### config.mk
export PLATFORM = sky130hd
export DESIGN_NAME = vga_timing_gen
export DESIGN_NICKNAME = d
export VERILOG_FILES = /design/src/rtl/vga_timing_gen.sv
export SDC_FILE = /design/constraint.sdc
export NUM_CORES = 1
export LEC_CHECK = 0
export BUFFER_PORTS_ARGS = -buffer_cell sky130_fd_sc_hd__buf_2
export CAP_MARGIN = 20
export CORE_UTILIZATION = 59
export CTS_CLUSTER_SIZE = 28
export DETAILED_ROUTE_END_ITERATION = 10
export PLACE_DENSITY = 0.94
export SLEW_MARGIN = 25
export SYNTH_ARGS = -nofsm -noshare
export SYNTH_HDL_FRONTEND = slang
export SYNTH_SLANG_ARGS = --single-unit
### constraint.sdc
create_clock -name clock -period 5.1 [get_ports clock]
set_clock_uncertainty 0.05 [all_clocks]
set_input_delay 0.765 -clock clock [delete_from_list [all_inputs] [get_ports clock]]
set_output_delay 0.765 -clock clock [all_outputs]
set_load 0.05 [all_outputs]
### src/rtl/vga_timing_gen.sv
// Parametrised raster timing generator: pixel-rate divider, h/v counters, sync/blank,
// line/frame strobes, frame counter and a look-ahead fetch coordinate for prefetching.
module vga_timing_gen #(
    parameter int CLK_DIV   = 4,
    parameter int H_VISIBLE = 640,
    parameter int H_FRONT   = 16,
    parameter int H_SYNC    = 96,
    parameter int H_BACK    = 48,
    parameter int V_VISIBLE = 480,
    parameter int V_FRONT   = 10,
    parameter int V_SYNC    = 2,
    parameter int V_BACK    = 33,
    parameter bit HSYNC_POL = 1'b0,
    parameter bit VSYNC_POL = 1'b0,
    parameter int LOOKAHEAD = 2,
    parameter int CNT_W     = 11,
    parameter int FRAME_W   = 8
) (
    input  logic               clock,
    input  logic               clear_n,
    input  logic               run,
    output logic               pixTick,
    output logic               hSync,
    output logic               vSync,
    output logic               bright,
    output logic [CNT_W-1:0]   hCount,
    output logic [CNT_W-1:0]   vCount,
    output logic               lineStart,
    output logic               frameStart,
    output logic [FRAME_W-1:0] frameCount,
    output logic               reqValid,
    output logic [CNT_W-1:0]   reqX,
    output logic [CNT_W-1:0]   reqY
);

    localparam int H_TOTAL = H_VISIBLE + H_FRONT + H_SYNC + H_BACK;
    localparam int V_TOTAL = V_VISIBLE + V_FRONT + V_SYNC + V_BACK;
    localparam int DIV_W   = (CLK_DIV > 1) ? $clog2(CLK_DIV) : 1;

    localparam logic [DIV_W-1:0] DIV_LAST = DIV_W'(CLK_DIV - 1);
    localparam logic [CNT_W-1:0] H_LAST   = CNT_W'(H_TOTAL - 1);
    localparam logic [CNT_W-1:0] V_LAST   = CNT_W'(V_TOTAL - 1);
    localparam logic [CNT_W-1:0] H_VIS    = CNT_W'(H_VISIBLE);
    localparam logic [CNT_W-1:0] V_VIS    = CNT_W'(V_VISIBLE);
    localparam logic [CNT_W-1:0] HS_FIRST = CNT_W'(H_VISIBLE + H_FRONT);
    localparam logic [CNT_W-1:0] HS_LAST  = CNT_W'(H_VISIBLE + H_FRONT + H_SYNC - 1);
    localparam logic [CNT_W-1:0] VS_FIRST = CNT_W'(V_VISIBLE + V_FRONT);
    localparam logic [CNT_W-1:0] VS_LAST  = CNT_W'(V_VISIBLE + V_FRONT + V_SYNC - 1);
    localparam logic [CNT_W-1:0] LA_INIT  = CNT_W'(LOOKAHEAD);

    if (CLK_DIV < 1) begin : g_bad_div
        $error("CLK_DIV must be at least 1");
    end
    if ((H_TOTAL - 1) >= (1 << CNT_W) || (V_TOTAL - 1) >= (1 << CNT_W)) begin : g_bad_cnt_w
        $error("CNT_W too narrow for H_TOTAL-1 / V_TOTAL-1");
    end
    if (LOOKAHEAD < 0 || LOOKAHEAD >= H_TOTAL) begin : g_bad_lookahead
        $error("LOOKAHEAD must be in 0..H_TOTAL-1");
    end

    logic [DIV_W-1:0]   r_div_cnt;
    logic [CNT_W-1:0]   r_h, r_v, r_ha, r_va;
    logic [FRAME_W-1:0] r_frame;

    logic               w_tick;
    logic               w_h_last, w_v_last, w_ha_last, w_va_last;
    logic [CNT_W-1:0]   w_h_nxt, w_v_nxt, w_ha_nxt, w_va_nxt;
    logic               w_hs_act, w_vs_act;

    // Next-position arithmetic shared by the display and look-ahead counter pairs.
    always_comb begin
        w_tick    = run && (r_div_cnt == {DIV_W{1'b0}});
        w_h_last  = (r_h == H_LAST);
        w_v_last  = (r_v == V_LAST);
        w_ha_last = (r_ha == H_LAST);
        w_va_last = (r_va == V_LAST);
        w_h_nxt   = w_h_last ? {CNT_W{1'b0}} : r_h + CNT_W'(1);
        w_ha_nxt  = w_ha_last ? {CNT_W{1'b0}} : r_ha + CNT_W'(1);
        if (w_h_last) begin
            w_v_nxt = w_v_last ? {CNT_W{1'b0}} : r_v + CNT_W'(1);
        end else begin
            w_v_nxt = r_v;
        end
        if (w_ha_last) begin
            w_va_nxt = w_va_last ? {CNT_W{1'b0}} : r_va + CNT_W'(1);
        end else begin
            w_va_nxt = r_va;
        end
        w_hs_act = (r_h >= HS_FIRST) && (r_h <= HS_LAST);
        w_vs_act = (r_v >= VS_FIRST) && (r_v <= VS_LAST);
    end

    // Divider, position counters and frame counter.
    always_ff @(posedge clock) begin
        if (!clear_n) begin
            r_div_cnt <= {DIV_W{1'b0}};
            r_h       <= {CNT_W{1'b0}};
            r_v       <= {CNT_W{1'b0}};
            r_ha      <= LA_INIT;
            r_va      <= {CNT_W{1'b0}};
            r_frame   <= {FRAME_W{1'b0}};
        end else begin
            if (run) begin
                r_div_cnt <= (r_div_cnt == DIV_LAST) ? {DIV_W{1'b0}} : r_div_cnt + DIV_W'(1);
            end
            if (w_tick) begin
                r_h  <= w_h_nxt;
                r_v  <= w_v_nxt;
                r_ha <= w_ha_nxt;
                r_va <= w_va_nxt;
                if (w_h_last && w_v_last) begin
                    r_frame <= r_frame + FRAME_W'(1);
                end
            end
        end
    end

    // Output stage: every output sampled from the same pre-update counter state.
    always_ff @(posedge clock) begin
        if (!clear_n) begin
            pixTick    <= 1'b0;
            hSync      <= ~HSYNC_POL;
            vSync      <= ~VSYNC_POL;
            bright     <= 1'b0;
            hCount     <= {CNT_W{1'b0}};
            vCount     <= {CNT_W{1'b0}};
            lineStart  <= 1'b0;
            frameStart <= 1'b0;
            frameCount <= {FRAME_W{1'b0}};
            reqValid   <= 1'b0;
            reqX       <= {CNT_W{1'b0}};
            reqY       <= {CNT_W{1'b0}};
        end else begin
            pixTick    <= w_tick;
            hSync      <= w_hs_act ? HSYNC_POL : ~HSYNC_POL;
            vSync      <= w_vs_act ? VSYNC_POL : ~VSYNC_POL;
            bright     <= (r_h < H_VIS) && (r_v < V_VIS);
            hCount     <= r_h;
            vCount     <= r_v;
            lineStart  <= w_tick && (r_h == {CNT_W{1'b0}});
            frameStart <= w_tick && (r_h == {CNT_W{1'b0}}) && (r_v == {CNT_W{1'b0}});
            frameCount <= r_frame;
            reqValid   <= (r_ha < H_VIS) && (r_va < V_VIS);
            reqX       <= r_ha;
            reqY       <= r_va;
        end
    end

endmodule
# Word-level counts from Yosys, hierarchy flattened
# Cells that the tools add are included.
word_totals:
  ff_bits: 113
  word_cells: 58
  inputBits: 3
  out_inout_bits: 59
op_classes:
  n_addsub: 6
  mux: 7
  n_lt_le_gt_ge: 8
  reduce_logical: 14
  eq_ne: 5
op_table:
  columns: ["op", "count"]
  rows:
  - ["$add 11x1->11 const B", 4]
  - ["$eq 11x10->1 const B", 4]
  - ["$mux 11", 4]
  - ["$logic_not 11->1", 2]
  - ["$lt 11x10->1 const B", 2]
  - ["$lt 11x9->1 const B", 2]
  - ["$ge 11x10->1 const B", 1]
  - ["$ge 11x9->1 const B", 1]
  - ["$le 11x10->1 const B", 1]
  - ["$le 11x9->1 const B", 1]
  - ["$add 8x1->8 const B", 1]
  - ["$logic_and 1x1->1", 8]
  - ["$reduce_and 2->1", 3]
  - ["$add 2x1->2 const B", 1]
  - ["$eq 2x2->1 const B", 1]
  - ["$logic_not 2->1", 1]
  - ["$mux 1", 2]
  - ["$mux 2", 1]

# Depth between registers and ports, before layout
logic_depth:
  word_depth: 4
  ltp_mapped: 8
  ltp_nobuf: 6

# Least setup slack after synthesis
# Ideal clock, no wire load.
synth_path:
  kind: "input to register"
  from: "input port run"
  to: "register r_va[6]"
  arrival_ps: 2024
  path_slack_ps: 2905
  n_path_buf: 3
  cell_stages: 7
  required_time_ps: 4929
  cell_sequence: "buf_4 -> and2_1 -> buf_2 -> nand4_1 -> clkbuf_1 -> nor3_1 -> mux2_2"
synth_via:
  elab_chain_cells: 2
synth_lines:
  columns: ["item", "line_no", "text"]
  rows:
  - ["from (decl)", "21", "input logic run,"]
  - ["$logic_and 1x1->1", "72", "w_tick = run && (r_div_cnt == {DIV_W{1'b0}});"]
  - ["$reduce_and 2->1 (no line)", null, null]
  - ["to (signal assigned)", "100", "r_va <= {CNT_W{1'b0}};"]
  - ["to (signal assigned)", "110", "r_va <= w_va_nxt;"]
  - ["to (decl)", "62", "logic [CNT_W-1:0] r_h, r_v, r_ha, r_va;"]
# No other way between the ends.
# A chain may end at the register's enable or synchronous reset.

# Worst setup path after layout
layout_path:
  from: "register r_div_cnt[0]"
  to: "register r_va[7]"
layout_via:
  elab_chain_cells: 3
layout_lines:
  columns: ["item", "line_no", "text"]
  rows:
  - ["from (decl)", "61", "logic [DIV_W-1:0] r_div_cnt;"]
  - ["from (signal assigned)", "96", "r_div_cnt <= {DIV_W{1'b0}};"]
  - ["from (signal assigned)", "104", "r_div_cnt <= (r_div_cnt == DIV_LAST) ? {DIV_W{1'b0}} : r_div_cnt + DIV_W'(1);"]
  - ["$logic_not 2->1", "72", null]
  - ["$logic_and 1x1->1", "72", null]
  - ["$reduce_and 2->1 (no line)", null, null]
# No other way between the ends.

==> results.md <==
* Crit path capture type: flip-flop
* Global placement routability congestion at between 0.8 and 0.9
* YS warnings at 0
* Global Route Usage Sum at 28.9%
* Reg-to-reg setup timing slack at 2010 ps
* Startpoint type of the worst setup path: flip-flop
* Top-area cell type share of the netlist area at 50.9%
* Total Die Area at 0.00789 mm²
* CP cell instances: inv_1 > ha_1 > and2_1 > nand4_1 > or4_1 > a21oi_1
* Starting Density at between 60% and 70%
* Fillers at between 400 and 500
* Worst VDD drop at 0.000295 V
* Post-Syn Nets at 488
* Most frequent cells in the layout: dfxtp_1, buf_2, and2_1, nor2_1, a21oi_1
* First-pass iteration count of the detailed router at 5
* Seq/Total Area, Yosys at 50.9%
* Num CTS Buffers at 17
* Hold Path Class: flip-flop to flip-flop
* Hold Vio Cnt, Final at 0
* Routed WL per cell at ~16 µm
* CTS resizes at 0
* Final antenna-violating net count at 0
* Area Growth Syn to Fin at 19.3%
* Top Layer Used: met4
* Wire length on met1 at around 4.2 mm
* Clk Tree Root Cell: clkbuf_8
* Die width at 88.8 µm
* Met2 wire len at ~5 mm
* Syn avg cell area at 9.38 µm²
* Worst-path maximum fanout at 23
* Leak at approximately 2.1 nW
* Setup-failing EPs final at 0
* Worst Tran Pin Value at approximately 990 ps
* Hold Buf Count CTS at 0
* Final Max Tran Viols at 0
* Total number of vias at a little under 4,000
* Initial antenna violation count at 0
* CTS sink count at 113
* Max-cap check violation count at 0
* Metal3 WL at roughly 800 µm
* Largest net degree at the start of global routing at 51
* Post-DR vias/cell at about 6
* I/O pins at 62
* Remaining Overflow, GRT at 0
* 1st-iter DRT viols at 394
* Netlist cell types at between 40 and 50
* First-pass GRT wire length at 17.3 mm
* Number of flops mapped to enable cells by yosys at 0
* Final period utilization at ~61%
* Post-synthesis register bit count at between 100 and 150
* Diode count at 0
* Top cells by area, synth: dfxtp_1, and2_1, a21oi_1
* RSZ-0062 raised after global routing: false
* Port Buffers at a little over 60
* Pwr/cell area at 385 mW/mm²
* Vias in the first global route at roughly 3,700
* H-tree level count at 4
* # nets final at around 550
* Routed WL at ~10 mm
* Post-synth ARST share at 0%
* Post-synthesis cell count at roughly 470
* Core ar. at 0.00725 mm²
* Slowest stage delay, CP at about 830 ps
* Latest clock arrival within the worst-skew pair at around 530 ps
* Status: finished, final reports clean
* Setup Crit Path Kind: flip-flop to flip-flop
* Post-DP HPWL at 6.15 mm
* Total setup buffers inserted after CTS at 0
* Final TNS setup at 0 ps
* Ratio of cells with drive above 1 in the final layout at a little under a fifth
* Clk slew on worst S/H paths at 60 ps
* Site Rows at 31
* Die height at slightly below 90 µm
* Remaining DRCs at 0
* Cell at the slowest stage of the critical path: nand4_1
* Top_reg_cell synth: dfxtp_1
* Peak Freq at ~320 MHz
* Max_slew headroom at roughly a third
* Leading area contributor after synthesis: dfxtp_1
* Longest Clk Path Bufs at 2
* Netlist Area Pre-Place at between 0.004 and 0.005 mm²
* Minimum clock period at 3090 ps
* Required time worst endpoint at about 5500 ps
* Worst endpoint data arrival time at ~3500 ps
* CTS tree: built
* Final Core Density at roughly three quarters
* Commonest non-fill, non-tap cell in the layout: dfxtp_1
## sequential cells by signal, summed over array words and instances (netlist names), 2 cells and up
signal	flops
r_h	11
hCount	11
vCount	11
r_div_cnt	2
r_va	11
r_ha	11
reqX	11
frameCount	8
r_frame	8
reqY	11
r_v	11
## through the flow
stage	hold slack, ps	instances	power, mW	area, µm²	setup slack, ps
after CTS	429	642	2.05	5300	2040
after detailed placement	418	612	1.00	4770	1820
final	428	642	2.04	5300	2010
after floorplan	394	474	0.985	4450	2910
after global placement	405	612	1.00	4770	1990
after global routing	461	642	2.10	5300	1710
## worst paths after layout
| path | start | depth (start not counted) | end |
|---|---|---|---|
| worst min register to register | r_frame[7] | 2 | r_frame[7] |
| worst min-delay path | r_frame[7] | 2 | r_frame[7] |
| worst max-delay path | r_div_cnt[0] | 6 | r_va[7] |
| worst max register to register | r_div_cnt[0] | 6 | r_va[7] |
## metal layers
| layer | GRT usage [%] | up-vias |
|---|---|---|
| met5 | 0 | - |
| met4 | 16.9 | 0 |
| met3 | 8.30 | 43 |
| met2 | 46.1 | 206 |
| met1 | 35.0 | 1803 |
| li1 | - | 1802 |
## cell families after synthesis
family	share of synthesized area, %
buf+inv	3.86
xor+xnor	2.96
fa+ha+maj	3.10
simple gates	28.3
compound gates	9.20
flops	50.9
mux	1.66
## critical path, delay by kind of cell, from the launching register on
kind                     cells  cell delay (ps)
buffers and inverters        1               60
AO/OA/AOI/OAI                1              170
adder cells (fa/ha/maj)      1              230
flip-flops                   1              330
AND/OR/NAND/NOR              3             2180
## power breakdown
group / total [mW] / switching [mW] / internal, mW
registers: 0.906 / 0.00996 / 0.896
logic: 0.0826 / 0.0611 / 0.0215
clock network: 1.05 / 0.383 / 0.672
total: 2.04 / 0.454 / 1.59
## final cells by class
type	count	area, µm²	share of cell area, %
clock buffers	23	467	8.80
clock inverters	7	60.1	1.13
inverters	19	71.3	1.35
multi-input cells	320	2010	38.0
flip-flops and latches	113	2260	42.7
well taps	99	124	2.34
repair buffers	61	305	5.76
## cells in the mapped netlist (all sizes together), types with 11 or more instances
library cell  instances
a21oi                33
and2                 42
clkbuf               14
dfxtp               113
ha                   11
inv                  19
nand2                25
nand3                28
nand4                15
nor2                 36
o21ai                22
o31ai                14
or4                  17
Note: power is estimated with default switching activity, not from simulation.
